$ cat config.mk
export PLATFORM = sky130hd
export DESIGN_NAME = fifo_uart_tx
export DESIGN_NICKNAME = d
export VERILOG_FILES = /design/src/rtl/fifo_uart_pkg.sv /design/src/rtl/baud_tick_gen.sv /design/src/rtl/fifo_uart_tx.sv
export SDC_FILE = /design/constraint.sdc
export NUM_CORES = 1
export LEC_CHECK = 0
export BUFFER_PORTS_ARGS = -buffer_cell sky130_fd_sc_hd__buf_2
export CAP_MARGIN = 20
export CORE_ASPECT_RATIO = 0.6
export CORE_MARGIN = 4
export CORE_UTILIZATION = 45
export CTS_CLUSTER_SIZE = 28
export DETAILED_ROUTE_END_ITERATION = 10
export MAX_ROUTING_LAYER = met4
export PLACE_DENSITY = 0.66
export SLEW_MARGIN = 15
export SYNTH_ARGS = -nofsm -noshare
export SYNTH_HDL_FRONTEND = slang
export SYNTH_HIERARCHICAL = 1
export SYNTH_SLANG_ARGS = --single-unit
$ cat constraint.sdc
create_clock -name clk -period 5.45 [get_ports clk]
set_input_delay 0.2725 -clock clk [delete_from_list [all_inputs] [get_ports clk]]
set_output_delay 0.2725 -clock clk [all_outputs]
set_load 0.005 [all_outputs]
$ cat src/rtl/fifo_uart_pkg.sv
// Shared constants for the FIFO-drain UART transmitter: FSM encoding and line levels.
package fifo_uart_pkg;
  localparam logic [1:0] IDLE  = 2'd0;
  localparam logic [1:0] START = 2'd1;
  localparam logic [1:0] DATA  = 2'd2;
  localparam logic [1:0] STOP  = 2'd3;

  localparam logic LINE_IDLE = 1'b1;
  localparam logic START_BIT = 1'b0;
endpackage

$ cat src/rtl/baud_tick_gen.sv
// Bit-period counter: counts 0..CLKS_PER_BIT-1 and flags the final cycle of each bit.
module baud_tick_gen #(
  parameter int CLKS_PER_BIT = 16
) (
  input  logic clk,
  input  logic rst,
  input  logic clear,
  output logic bit_end
);
  localparam int CW = (CLKS_PER_BIT > 1) ? $clog2(CLKS_PER_BIT) : 1;
  localparam logic [CW-1:0] LAST = CW'(CLKS_PER_BIT - 1);

  logic [CW-1:0] r_cnt;

  // bit_end is not masked by clear: a pop on the last stop cycle still needs the tick.
  assign bit_end = (r_cnt == LAST);

  always_ff @(posedge clk or posedge rst) begin
    if (rst)                   r_cnt <= '0;
    else if (clear || bit_end) r_cnt <= '0;
    else                       r_cnt <= r_cnt + 1'b1;
  end
endmodule

$ cat src/rtl/fifo_uart_tx.sv
// Drains a show-ahead FIFO one word at a time onto a start/data(LSB first)/stop serial line.
module fifo_uart_tx
  import fifo_uart_pkg::*;
#(
  parameter int D_WIDTH      = 8,
  parameter int CLKS_PER_BIT = 16
) (
  input  logic               clk,
  input  logic               rst,
  input  logic               tx_en,
  input  logic               fifo_empty,
  input  logic [D_WIDTH-1:0] fifo_rdata,
  output logic               fifo_ren,
  output logic               tx,
  output logic               busy,
  output logic               tx_done
);
  localparam int IW = $clog2(D_WIDTH) + 1;
  localparam logic [IW-1:0] LAST_IDX = IW'(D_WIDTH - 1);

  logic [1:0]         r_state;
  logic [D_WIDTH-1:0] r_shift;
  logic [IW-1:0]      r_idx;
  logic               r_tx;
  logic               w_bit_end;
  logic               w_pop;
  logic [D_WIDTH-1:0] w_shift_nxt;

  // Gated by rst so the pop strobe drops the instant reset is asserted.
  assign w_pop = ~rst & tx_en & ~fifo_empty &
                 ((r_state == IDLE) | ((r_state == STOP) & w_bit_end));
  assign w_shift_nxt = r_shift >> 1;

  baud_tick_gen #(.CLKS_PER_BIT(CLKS_PER_BIT)) u_baud (
    .clk    (clk),
    .rst    (rst),
    .clear  (w_pop),
    .bit_end(w_bit_end)
  );

  // tx is registered alongside the state so each level lands with its state change.
  always_ff @(posedge clk or posedge rst) begin
    if (rst) begin
      r_state <= IDLE;
      r_shift <= '0;
      r_idx   <= '0;
      r_tx    <= LINE_IDLE;
    end else if (w_pop) begin
      r_shift <= fifo_rdata;
      r_state <= START;
      r_tx    <= START_BIT;
    end else if (w_bit_end) begin
      case (r_state)
        START: begin
          r_state <= DATA;
          r_idx   <= '0;
          r_tx    <= r_shift[0];
        end
        DATA: begin
          r_shift <= w_shift_nxt;
          r_idx   <= r_idx + 1'b1;
          if (r_idx == LAST_IDX) begin
            r_state <= STOP;
            r_tx    <= LINE_IDLE;
          end else begin
            r_tx    <= w_shift_nxt[0];
          end
        end
        STOP: begin
          r_state <= IDLE;
          r_tx    <= LINE_IDLE;
        end
        default: r_state <= IDLE;
      endcase
    end
  end

  assign fifo_ren = w_pop;
  assign tx       = r_tx;
  assign busy     = (r_state != IDLE);
  assign tx_done  = (r_state == STOP) & w_bit_end;
endmodule

After elaboration in Yosys (flattened, before gate mapping)
Index checks and enable logic that the tools add are counted.

storage, ports and cells
  bits of input ports = 12
  output and inout port bits = 4
  register bits after elaboration = 19
  word-level logic and storage cells = 45

cells by class
  muxes and demuxes = 13
  $add $sub $neg = 2
  bitwise gates (word level) = 8
  equality and inequality tests = 6
  reductions and logical operators = 11

operators with widths
  kind                                                    number
  two-way mux 8 bit                                       3
  adder 4 x 1 -> 4 bit (second input constant)            2
  one-hot mux 4 bit (2 select lines)                      1
  nonzero test 2 bit                                      4
  two-way mux 2 bit                                       3
  AND reduction 2 bit                                     3
  AND 1 bit                                               4
  == test 2 bit (second input constant)                   2
  == test 4 x 3 -> 1 bit (second input constant)          1
  == test 4 bit (second input constant)                   1
  two-way mux 4 bit                                       1
  one-hot mux 2 bit (2 select lines)                      1
  nonzero test 4 bit                                      1
  two-way mux 1 bit                                       3
  inequality test 3 x 2 -> 1 bit (second input constant)  1
  NOT 1 bit                                               3
  one-hot mux 1 bit (3 select lines)                      1
  AND reduction 3 bit                                     1
  == test 2 x 1 -> 1 bit (second input constant)          1
  logical NOT 2 bit                                       1
  logical OR 1 bit                                        1
  OR 1 bit                                                1

Longest topological paths before layout
  depth in word-level cells = 6
  mapped depth = 6
  mapped depth without buffers = 5

Cells and area by module
Netlist, hierarchy kept.

modules (own cells, without submodules)
  module         instances  seq. area each (sq um)  cells an instance  area an instance (sq um)
  fifo_uart_tx   1          376.6                   80                 873.3
  baud_tick_gen  1          100.1                   14                 175.2

Least setup slack after synthesis
Ideal clock, no wire load.

  kind = register to register
  start = reg u_baud.r_cnt[0]
  end = reg r_shift[1]
  path slack = 3.675 ns
  buffers on the path = 1
  library setup time = 0.125 ns
  stages on the path, launching flop included = 7
  arrival time = 1.650 ns
  clock period less this slack = 1.775 ns
  required time = 5.325 ns
  cells stage by stage = dfrtp_1 > ha_1 > and3_4 > a21o_2 > and2_4 > buf_6 > mux2_4

between the ends
  cells in the longest elaborated chain, start to end = 6
  elaborated cells between the ends (all ways) = 8
  classes of those cells = eq/ne: 1; mux: 1; bitwise: 3; reduce/logical: 3

ends and longest elaborated chain
  item                           line                 text
  from (decl)                    baud_tick_gen.sv:13  logic [CW-1:0] r_cnt;
  from (signal assigned)         baud_tick_gen.sv:21  else r_cnt <= r_cnt + 1'b1;
  == test 4 bit (*)              baud_tick_gen.sv:16  assign bit_end = (r_cnt == LAST);
  net w_bit_end                  fifo_uart_tx.sv:25   logic w_bit_end;
  AND 1 bit (*)                  fifo_uart_tx.sv:31   ((r_state == IDLE) | ((r_state == STOP) & w_bit_end));
  OR 1 bit (*)                   fifo_uart_tx.sv:31
  AND 1 bit (*)                  fifo_uart_tx.sv:30   assign w_pop = ~rst & tx_en & ~fifo_empty &
  net fifo_ren                   fifo_uart_tx.sv:13   output logic fifo_ren,
  nonzero test 2 bit (no line)   n/a
  AND reduction 2 bit (no line)  n/a
  to (signal assigned)           fifo_uart_tx.sv:49   r_shift <= fifo_rdata;
  to (signal assigned)           fifo_uart_tx.sv:60   r_shift <= w_shift_nxt;
  to (decl)                      fifo_uart_tx.sv:22   logic [D_WIDTH-1:0] r_shift;

The timed path passes the listed nets; every way through them passes the cells marked *.
A chain may end at the register's enable or synchronous reset.

Worst setup path in the final report
  start = reg u_baud.r_cnt[0]
  end = out fifo_ren

between the ends
  cells in the longest elaborated chain, start to end = 4

ends and longest elaborated chain
  item           line
  == test 4 bit  baud_tick_gen.sv:16
  net w_bit_end  fifo_uart_tx.sv:25
  AND 1 bit      fifo_uart_tx.sv:31
  OR 1 bit       fifo_uart_tx.sv:31
  AND 1 bit      fifo_uart_tx.sv:30
  to (decl)      fifo_uart_tx.sv:13

The timed path passes the listed nets, and every way through them passes these cells.

==> flow_metrics.env <==
export IMPL_clock_tree_buffer_depth=2
export IMPL_post_drt_via_cell_ratio=5.23
export IMPL_grt_util_all_layers=0.137
export IMPL_layout_cells_most_common="dfrtp_1"
export IMPL_diodes=0
export IMPL_die_height_um=45.4
export IMPL_share_clk_of_total_power=0.169
export IMPL_synth_top_cell_by_area="dfrtp_1"
export IMPL_synth_seq_area_share=0.455
export IMPL_area_overhead_vs_synth_pct=14.2
export IMPL_std_cell_core_area_mm2=0.00220
export IMPL_cts_max_level=1
export IMPL_max_vdd_ir_drop_mv=0.197
export IMPL_setup_slack_placement_ps=3590
export IMPL_grt_setup_unrepaired="false"
export IMPL_layout_common_cells="dfrtp_1, buf_2, inv_1"
export IMPL_grt_first_pass_wirelength_um=3220
export IMPL_top_level_ports=16
export IMPL_final_max_slew_viol_count=0
export IMPL_synth_adder_area_share=0.0597
export IMPL_period_needed_ps=2080
export IMPL_clock_root_buffer="clkbuf_8"
export IMPL_netlist_area_mm2=0.00105
export IMPL_worst_setup_path_type="reg -> out"
export IMPL_detail_route_wl_per_cell_um=13.8
export IMPL_numPortBuffers=15
export IMPL_gpl_final_weighted_congestion=0.829
export IMPL_fill_cells=189
export IMPL_total_number_of_clock_tree_sinks=19
export IMPL_power_combinational_fraction=0.377
export IMPL_start_kind="register"
export IMPL_detailedRoute_firstPassIterationCount=4
export IMPL_relSlewSlack=0.614
export IMPL_internal_power_mw=0.385
export IMPL_power_share_sequential=0.455
export IMPL_drc_errors=0
export IMPL_slew_worst_pin_ps=578
export IMPL_cts_buffers=3
export IMPL_average_footprint_of_a_synthesized_cell_um2=11.2
export IMPL_p_switching_mw=0.205
export IMPL_drive_above_1_share=0.295
export IMPL_die_width_um=70.3
export IMPL_power_per_cell_area_mw_per_mm2=493
export IMPL_mappedNetlistNets=111
export IMPL_worstSkewPairLatency_ps=260
export IMPL_synth_mux_area_fraction=0.142
export IMPL_synthDistinctLibCells=37
export IMPL_achievable_frequency_ghz=0.481
export IMPL_first_global_vias=692
export IMPL_design_die_area_mm2=0.00319
export IMPL_finalNetCount=130
export IMPL_synth_ff_type="dfrtp_1"
export IMPL_synth_top_cell_area_share=0.430
export IMPL_clock_tree_from_tritoncts="yes"
export IMPL_swShare=0.347
export IMPL_fin_worst_skew_ps=7.64
export IMPL_dominant_combinational_cell_family_by_area_after_synthesis="simple AND/OR/NAND/NOR gates"
export IMPL_power_leakage_nw=0.590
export IMPL_worst_slack_setup_final_ps=3370
export IMPL_synth_seq_cells=19
export IMPL_drt_antenna_violating_nets=0
export IMPL_max_cap_violations=0
export IMPL_grt_remaining_overflow=0
export IMPL_critPathMaxFanout=16
export IMPL_fin_crit_sh=0.381
export IMPL_synth_enable_flop_cells=0
export IMPL_complex_gate_fraction_of_the_synthesized_area=0.125
export IMPL_grt_start_max_net_pins=17
export IMPL_endpoint_kind="output port"
export IMPL_min_delay_path_class="in -> reg"
export IMPL_dr_total_vias=742
export IMPL_num_rows=13
export IMPL_yosys_area_share_xor_xnor=0.00835
export IMPL_worst_endpoint_arrival_ps=1800
export IMPL_clk_pin_slew_ps=80
export IMPL_antenna_found_initial=0
export IMPL_status="complete, no violations"
export IMPL_dp_hpwl_um=1480
export IMPL_dr_first_iter_drc_count=31
export IMPL_effective_utilization_at_floorplan=0.477
export IMPL_yosys_top_cells_area="dfrtp_1, mux2_2, ha_1"
export IMPL_wl_um=1950
export IMPL_final_hold_violation_count=0
export IMPL_yosys_area_share_simple=0.163
export IMPL_yosysWarnings=6
export IMPL_critPathRequiredTime_ps=5180
export IMPL_report_final_setup_viol=0
export IMPL_ys_async_sr_fraction=1.00
export IMPL_number_of_instances_in_the_synthesized_netlist=94
export IMPL_totalNegativeSetupSlack_ps=0
[cell usage after synthesis, types with 2 or more instances]
cell type,n
nand3_1,5
mux2_4,2
mux2i_1,4
and3b_1,2
nor2_1,3
dfrtp_1,18
a221oi_1,2
nor2b_1,2
inv_1,8
mux2_2,7
a21o_1,2
o21ai_0,6
ha_1,5
nand2_1,5
[routing by layer]
layer / vias to the layer above / GRT usage / routed length, µm
li1: 374 / - / -
met1: 345 / 0.174 / 1010
met2: 23 / 0.214 / 847
met3: 0 / 0.0529 / 100
met4: 0 / 0.0229 / 0
met5: - / - / 0
[per-stage QoR]
| stage | power, mW | cell area (µm²) | std cells | utilization | hold WS (ps) |
|---|---|---|---|---|---|
| finish | 0.590 | 1200 | 142 | 0.545 | 238 |
| CTS | 0.593 | 1200 | 142 | 0.545 | 241 |
| global route | 0.635 | 1200 | 142 | 0.545 | 233 |
| floorplan | 0.434 | 1050 | 94 | - | 38.6 |
| detailed placement | 0.493 | 1140 | 137 | 0.520 | 201 |
| global placement | 0.483 | 1140 | 137 | 0.520 | 199 |
[final timing paths]
check	start	to	slack (ps)	cells after the start
worst max-delay path	u_baud/r_cnt[0]$_DFF_PP0_	fifo_ren	3370	5
worst min-delay path	fifo_rdata[1]	r_shift[1]$_DFFE_PP0P_	240	2
worst max register to register	u_baud/r_cnt[0]$_DFF_PP0_	r_shift[4]$_DFFE_PP0P_	3590	5
worst min register to register	tx$_DFFE_PP1P_	tx$_DFFE_PP1P_	490	2
max in group asynchronous	rst	r_shift[6]$_DFFE_PP0P_	4410	3
min in group asynchronous	rst	u_baud/r_cnt[1]$_DFF_PP0_	480	3
[final cells by class]
class                   count  area [µm²]  area share
flip-flops and latches     19         477       0.398
multi-input cells          65         523       0.437
clock buffers               4        45.0      0.0376
repair buffers             16        85.1      0.0711
well taps                  30        37.5      0.0313
inverters                   8        30.0      0.0251
[kinds of logic after synthesis]
logic type / count (synthesis)
DFF: 19
adders and majority gates: 5
AOI/OAI and AO/OA: 19
muxes: 13
and+or+nand+nor: 27
xor gates and xnor gates: 1
buffers and inverters: 10
[power by group through the flow]
stage | combinational [mW] | clock (mW) | sequential (mW)
2_1_floorplan | 0.178 | 0 | 0.255
3_3_place_gp | 0.217 | 0 | 0.265
3_5_place_dp | 0.223 | 0 | 0.270
4_1_cts | 0.225 | 0.101 | 0.267
5_1_grt | 0.251 | 0.108 | 0.276
6_report | 0.222 | 0.0996 | 0.268
[repair_timing]
item	CTS	global route
buffers inserted	0	0
hold endpoints to repair	4	0
gates resized for setup	0	0
hold buffers	1	0
[state kept, by name, indices dropped and copies added, names as in the netlist]
register and flops:
r_state 2, tx 1, r_idx 4, u_baud/r_cnt 4
r_shift 8
[worst max-delay path, stage by stage (launching register included)]
cell and delay [ps]:
dfrtp_1 400, ha_1 230, and3_4 260, a21o_2 230, and2_4 280, buf_2 150
Note: power is estimated with default switching activity, not from simulation.
